[src/rtl/mult_share_arbiter.sv]
// Round-robin front end that shares one sequential shift-add multiplier among
// NUM_REQ requesters. Only one operation is in flight at a time.
//
// Ports:
//   clk, rst            rising-edge clock, asynchronous active-high reset
//   req_valid/ready     per-requester request and one-hot grant (IDLE only)
//   req_multiplier/     packed operands, requester i at [i*WIDTH +: WIDTH]
//   req_multiplicand
//   resp_valid/ready    response handshake
//   resp_id             requester that owns the response
//   resp_product        product, or 0 when the operation timed out
//   resp_error          operation timed out
//   busy                high in any state other than IDLE
//   mult_start          one-cycle start pulse to the multiplier
//   mult_multiplier/    registered operands to the multiplier
//   mult_multiplicand
//   mult_product/done   result and completion flag from the multiplier
module mult_share_arbiter #(
  parameter int unsigned WIDTH   = 4,
  parameter int unsigned NUM_REQ = 4,
  parameter int unsigned ID_W    = 2,  // 2**ID_W must cover NUM_REQ
  parameter int unsigned TIMEOUT = 2 * WIDTH + 4
) (
  input  logic                     clk,
  input  logic                     rst,
  input  logic [NUM_REQ-1:0]       req_valid,
  output logic [NUM_REQ-1:0]       req_ready,
  input  logic [NUM_REQ*WIDTH-1:0] req_multiplier,
  input  logic [NUM_REQ*WIDTH-1:0] req_multiplicand,
  output logic                     resp_valid,
  input  logic                     resp_ready,
  output logic [ID_W-1:0]          resp_id,
  output logic [2*WIDTH-1:0]       resp_product,
  output logic                     resp_error,
  output logic                     busy,
  output logic                     mult_start,
  output logic [WIDTH-1:0]         mult_multiplier,
  output logic [WIDTH-1:0]         mult_multiplicand,
  input  logic [2*WIDTH-1:0]       mult_product,
  input  logic                     mult_done
);

  localparam int unsigned CntW = $clog2(TIMEOUT + 1);
  localparam logic [CntW-1:0] TimeoutCnt = CntW'(TIMEOUT);
  localparam logic [ID_W-1:0] LastId = ID_W'(NUM_REQ - 1);

  typedef enum logic [1:0] {
    StIdle,
    StIssue,
    StWait,
    StResp
  } state_e;

  state_e              r_state, w_state_next;
  logic [ID_W-1:0]     r_rr_ptr, w_rr_ptr_next;
  logic [ID_W-1:0]     r_id, w_id_next;
  logic [WIDTH-1:0]    r_op_a, w_op_a_next;
  logic [WIDTH-1:0]    r_op_b, w_op_b_next;
  logic [CntW-1:0]     r_cnt, w_cnt_next;
  logic [2*WIDTH-1:0]  r_product, w_product_next;
  logic                r_error, w_error_next;

  // Grant search
  logic                w_hi_found, w_lo_found, w_grant_valid;
  logic [ID_W-1:0]     w_hi_idx, w_lo_idx, w_grant_idx;
  logic [WIDTH-1:0]    w_sel_a, w_sel_b;

  // Two priority passes: lowest valid index at or above rr_ptr, else lowest
  // valid index overall. Together this is a search from rr_ptr with wrap.
  always_comb begin
    w_hi_found = 1'b0;
    w_lo_found = 1'b0;
    w_hi_idx   = '0;
    w_lo_idx   = '0;
    for (int i = int'(NUM_REQ) - 1; i >= 0; i--) begin
      if (req_valid[i]) begin
        w_lo_found = 1'b1;
        w_lo_idx   = ID_W'(i);
        if (i >= int'(r_rr_ptr)) begin
          w_hi_found = 1'b1;
          w_hi_idx   = ID_W'(i);
        end
      end
    end
    w_grant_valid = w_lo_found;
    w_grant_idx   = w_hi_found ? w_hi_idx : w_lo_idx;
  end

  always_comb begin
    req_ready = '0;
    w_sel_a   = '0;
    w_sel_b   = '0;
    for (int i = 0; i < int'(NUM_REQ); i++) begin
      if (w_grant_idx == ID_W'(i)) begin
        w_sel_a = req_multiplier[i*WIDTH +: WIDTH];
        w_sel_b = req_multiplicand[i*WIDTH +: WIDTH];
        // Gated by rst so every output reads 0 while reset is held.
        req_ready[i] = (r_state == StIdle) && w_grant_valid && !rst;
      end
    end
  end

  // Next-state and datapath
  always_comb begin
    w_state_next   = r_state;
    w_rr_ptr_next  = r_rr_ptr;
    w_id_next      = r_id;
    w_op_a_next    = r_op_a;
    w_op_b_next    = r_op_b;
    w_cnt_next     = r_cnt;
    w_product_next = r_product;
    w_error_next   = r_error;

    unique case (r_state)
      StIdle: begin
        if (w_grant_valid) begin
          w_op_a_next  = w_sel_a;
          w_op_b_next  = w_sel_b;
          w_id_next    = w_grant_idx;
          w_state_next = StIssue;
        end
      end
      StIssue: begin
        w_cnt_next   = '0;
        w_state_next = StWait;
      end
      StWait: begin
        w_cnt_next = r_cnt + CntW'(1);
        // r_cnt == 0 marks the first WAIT cycle, where done may still be
        // left over from the previous operation. Done beats timeout.
        if (mult_done && (r_cnt != '0)) begin
          w_product_next = mult_product;
          w_error_next   = 1'b0;
          w_state_next   = StResp;
        end else if ((r_cnt + CntW'(1)) == TimeoutCnt) begin
          w_product_next = '0;
          w_error_next   = 1'b1;
          w_state_next   = StResp;
        end
      end
      StResp: begin
        if (resp_ready) begin
          w_rr_ptr_next = (r_id == LastId) ? '0 : r_id + ID_W'(1);
          w_state_next  = StIdle;
        end
      end
      default: w_state_next = StIdle;
    endcase
  end

  always_ff @(posedge clk or posedge rst) begin
    if (rst) begin
      r_state   <= StIdle;
      r_rr_ptr  <= '0;
      r_id      <= '0;
      r_op_a    <= '0;
      r_op_b    <= '0;
      r_cnt     <= '0;
      r_product <= '0;
      r_error   <= 1'b0;
    end else begin
      r_state   <= w_state_next;
      r_rr_ptr  <= w_rr_ptr_next;
      r_id      <= w_id_next;
      r_op_a    <= w_op_a_next;
      r_op_b    <= w_op_b_next;
      r_cnt     <= w_cnt_next;
      r_product <= w_product_next;
      r_error   <= w_error_next;
    end
  end

  assign mult_start        = (r_state == StIssue);
  assign resp_valid        = (r_state == StResp);
  assign busy              = (r_state != StIdle);
  assign resp_id           = r_id;
  assign resp_product      = r_product;
  assign resp_error        = r_error;
  assign mult_multiplier   = r_op_a;
  assign mult_multiplicand = r_op_b;

endmodule

[config.mk]
export PLATFORM = sky130hd
export DESIGN_NAME = mult_share_arbiter
export DESIGN_NICKNAME = d
export VERILOG_FILES = /design/src/rtl/mult_share_arbiter.sv
export SDC_FILE = /design/constraint.sdc
export NUM_CORES = 1
export LEC_CHECK = 0
export CAP_MARGIN = 10
export CORE_UTILIZATION = 42
export DETAILED_ROUTE_END_ITERATION = 8
export PLACE_DENSITY = 0.8
export SLEW_MARGIN = 20
export SYNTH_ARGS = -nofsm -noshare
export SYNTH_HDL_FRONTEND = slang
export SYNTH_SLANG_ARGS = --single-unit
[constraint.sdc]
create_clock -name clk -period 1.8 [get_ports clk]
set_input_delay 0.18 -clock clk [delete_from_list [all_inputs] [get_ports clk]]
set_output_delay 0.18 -clock clk [all_outputs]
set_load 0.03 [all_outputs]
==> out/metrics.yaml <==
cts.clk_slew.worst_paths_ns: 0.10
grt_setup_unrepaired: "true"
route.detailed.drc: 0
fin_hold_ws_ns: 0.511
timing.critical_path.arrival_ns: 1.85
yosysWarnings: 0
p_seq_frac: 0.243
run_status: "finished with violations"
grt_usage: 0.221
cts_tree: "done"
gp_congestion: 0.762
worst_path_most_repeated_cell: "sky130_fd_sc_hd__buf_6"
clockBufferDepth: 2
number_of_endpoints_failing_setup_at_the_final_stage: 11
slew_viol_final: 0
final_setup_margin_ns: -0.227
synth.distinct_cells: 39
initial_antenna_violation_count: 0
max_cap_viol_count: 0
drive_above_1_share: 0.284
multi_input_area_um2: 1020
nets: 325
comb_power_share: 0.672
p_leak_uw: 0.00127
grt_pass1_vias: 1598
post-place-cells: 302
cts.htree.levels: 1
synthFlopType: "sky130_fd_sc_hd__dfrtp_1"
antenna_diodes: 0
slew-limit-headroom: 0.758
worst_ep_required_time_ns: 1.62
clock_latency_ns: 0.27
final_cells: 316
grt_max_degree: 28
die_extent_in_x_um: 65.8
syn_avg_cell_area_um2: 10.5
synth_seq_area_share: 0.395
fp.dieH_um: 65.8
cts_hold_fix_bufs: 0
regArea_um2: 676
power.switching_fraction: 0.436
cts.sink_count: 27
detail_route.vias_per_cell: 5.19
finalCritPeriodShare: 1.13
detail-route-antenna-nets: 0
detail_route.first_pass.iterations: 4
p_int_uw: 2430
worst_slew_pin_slew_ns: 0.362
vdd_ir_drop_max_uv: 1060
worstPathMaxFanout: 4
fp.coreArea_um2: 3770
final.min_clock_period_ns: 2.03
ios: 74
number_of_buffers_created_by_cts: 3
power.net_switching_uw: 1870
critical-path-slowest-cell: "sky130_fd_sc_hd__dfrtp_1"
start_util: 0.453
route.vias.total: 1640
max_stage_delay_ns: 0.44
grt_pass1_wl_um: 7310
finalHoldViolations: 0
synth-edff-count: 0
path_cells: "buf_6 -> a21oi_2 -> o21a_1 -> o22a_1 -> nor2_4 -> nor3b_4 -> buf_6"
layout-area-overhead-vs-synth_pct: 67.2
skew_ns: 0.00266
ys_seq_elements: 27
detailed_route_wl_um: 4740
worstSetupEndpointType: "primary output"
worst_setup_path_start_kind: "flop"
ys_async_sr_fraction: 1.00
power_density_nw_per_um2: 1510
clock_network_power_share: 0.085
io_buffer_count: 73
failing_checks: "negative setup slack"
cts_root_buffer: "sky130_fd_sc_hd__clkbuf_8"
wl_per_cell_um: 15.0
place.detailed.hpwl_um: 3440
mappedNetlistArea_um2: 1710
max_freq_ghz: 0.493
drt-initial-drc-count: 58
postSynthCellCount: 163
min-delay-path-class: "reg -> reg"
worst-setup-path-type: "reg -> out"
number_of_nets_produced_by_synthesis: 219
n_fill_cell: 256
die-area_um2: 4330
gr-total-overflow: 0
num_rows: 22
## synth_stat cells, types with 2 or more instances
cell type,instances,area share
sky130_fd_sc_hd__a211oi_2,15,0.11
sky130_fd_sc_hd__a21oi_1,3,0.0088
sky130_fd_sc_hd__a22o_1,8,0.041
sky130_fd_sc_hd__buf_6,3,0.020
sky130_fd_sc_hd__dfrtp_1,27,0.40
sky130_fd_sc_hd__ha_1,8,0.059
sky130_fd_sc_hd__inv_1,12,0.026
sky130_fd_sc_hd__mux2i_1,11,0.064
sky130_fd_sc_hd__nand2_1,19,0.042
sky130_fd_sc_hd__nand2b_1,3,0.011
sky130_fd_sc_hd__nand3_1,2,0.0059
sky130_fd_sc_hd__nor2_1,11,0.024
sky130_fd_sc_hd__nor2_4,2,0.013
sky130_fd_sc_hd__nor3_1,9,0.026
sky130_fd_sc_hd__nor3b_1,2,0.0088
sky130_fd_sc_hd__o21ai_0,2,0.0059
sky130_fd_sc_hd__o21ai_1,2,0.0059
sky130_fd_sc_hd__o31ai_1,3,0.013
## logic make-up after synthesis
| group | Yosys count | synth area share |
|---|---|---|
| DFF | 27 | 0.395 |
| buffers and inverters | 17 | 0.0534 |
| adders and majority gates | 8 | 0.0586 |
| AOI/OAI and AO/OA | 44 | 0.256 |
| muxes | 13 | 0.0776 |
| and+or+nand+nor | 53 | 0.154 |
| xor gates and xnor gates | 1 | 0.00513 |
## per-layer routing
layer	routed length, µm	track usage
met1	2140	0.298
met2	2270	0.370
met3	274	0.0345
met4	58	0.0516
met5	0	0
## path summary, 6_finish.rpt
check	cells after the start	startpoint	end	slack (ns)
worst max-delay path	7	r_rr_ptr[1]	req_ready[1]	-0.23
worst min-delay path	1	resp_product[1]	resp_product[1]	0.51
worst max register to register	7	r_rr_ptr[1]	mult_multiplier[3]	-0.05
worst min register to register	1	resp_product[1]	resp_product[1]	0.51
max in group asynchronous	3	rst	mult_multiplicand[2]	1.00
min in group asynchronous	3	rst	r_cnt[2]	0.53
## power by group through the flow
stage / registers, µW / logic [µW] / clock network [µW]
detailed placement: 1050 / 2650 / 0
finish: 1050 / 2890 / 366
CTS: 1040 / 2800 / 380
global route: 1080 / 3110 / 403
floorplan: 1420 / 1280 / 0
global placement: 1040 / 2610 / 0
## registers in the layout, summed over array words and instances (netlist names)
register	cells
mult_multiplier	4
r_cnt	4
r_rr_ptr	2
resp_error	1
resp_id	2
resp_product	8
mult_multiplicand	4
r_state	2
## repair_timing
item                                    CTS  global route
buffers inserted                          5             5
gates resized for setup                  14             5
pin swaps                                14             4
endpoints found under the setup margin    6            14
hold endpoints to repair                  0             0
## critical path: cells and delay by family, from the launching register on
family	cells	cell delay [ns]
compound gates	3	0.50
flops	1	0.44
buf+inv	2	0.29
simple gates	2	0.34
## placed cells by master (no fill, tap or decap), types with 2 or more instances in the layout
cell / Yosys / final
sky130_fd_sc_hd__clkdlybuf4s50_1: 0 / 66
sky130_fd_sc_hd__buf_4: 1 / 28
sky130_fd_sc_hd__dfrtp_1: 27 / 27
sky130_fd_sc_hd__nand2_1: 19 / 19
sky130_fd_sc_hd__a211oi_2: 15 / 15
sky130_fd_sc_hd__nor2_1: 11 / 11
sky130_fd_sc_hd__inv_1: 12 / 10
sky130_fd_sc_hd__mux2i_1: 11 / 10
sky130_fd_sc_hd__a22o_1: 8 / 8
sky130_fd_sc_hd__nor3_1: 9 / 8
sky130_fd_sc_hd__buf_6: 3 / 8
sky130_fd_sc_hd__ha_1: 8 / 7
sky130_fd_sc_hd__nand2b_1: 3 / 3
sky130_fd_sc_hd__clkbuf_8: 0 / 3
sky130_fd_sc_hd__dlygate4sd2_1: 0 / 3
sky130_fd_sc_hd__nand3_1: 2 / 2
sky130_fd_sc_hd__o21ai_0: 2 / 2
sky130_fd_sc_hd__a21oi_2: 0 / 2
sky130_fd_sc_hd__nor2_4: 2 / 2
sky130_fd_sc_hd__inv_2: 0 / 2
sky130_fd_sc_hd__o31ai_1: 3 / 2
sky130_fd_sc_hd__nor3b_4: 0 / 2
## area by class of cell
type,instances,area share
timing repair buffer,106,0.352
tap,48,0.0210
clock inverter,1,0.00306
sequential,27,0.236
multi-input combinational,119,0.357
inverter,12,0.0158
clock buffer,3,0.0144
## through the flow
step / setup WS [ns] / utilization / total power (µW) / cell area [µm²] / TNS, ns
6_report: -0.227 / 0.758 / 4300 / 2860 / -0.900
5_1_grt: -0.297 / 0.758 / 4590 / 2860 / -1.72
4_1_cts: -0.215 / 0.744 / 4220 / 2800 / -0.909
3_5_place_dp: -0.190 / 0.707 / 3700 / 2670 / -2.19
3_3_place_gp: -0.150 / 0.707 / 3650 / 2670 / -1.64
2_1_floorplan: -0.00716 / - / 2700 / 1750 / -0.00716
No activity file was read; power rests on OpenSTA's default activity.
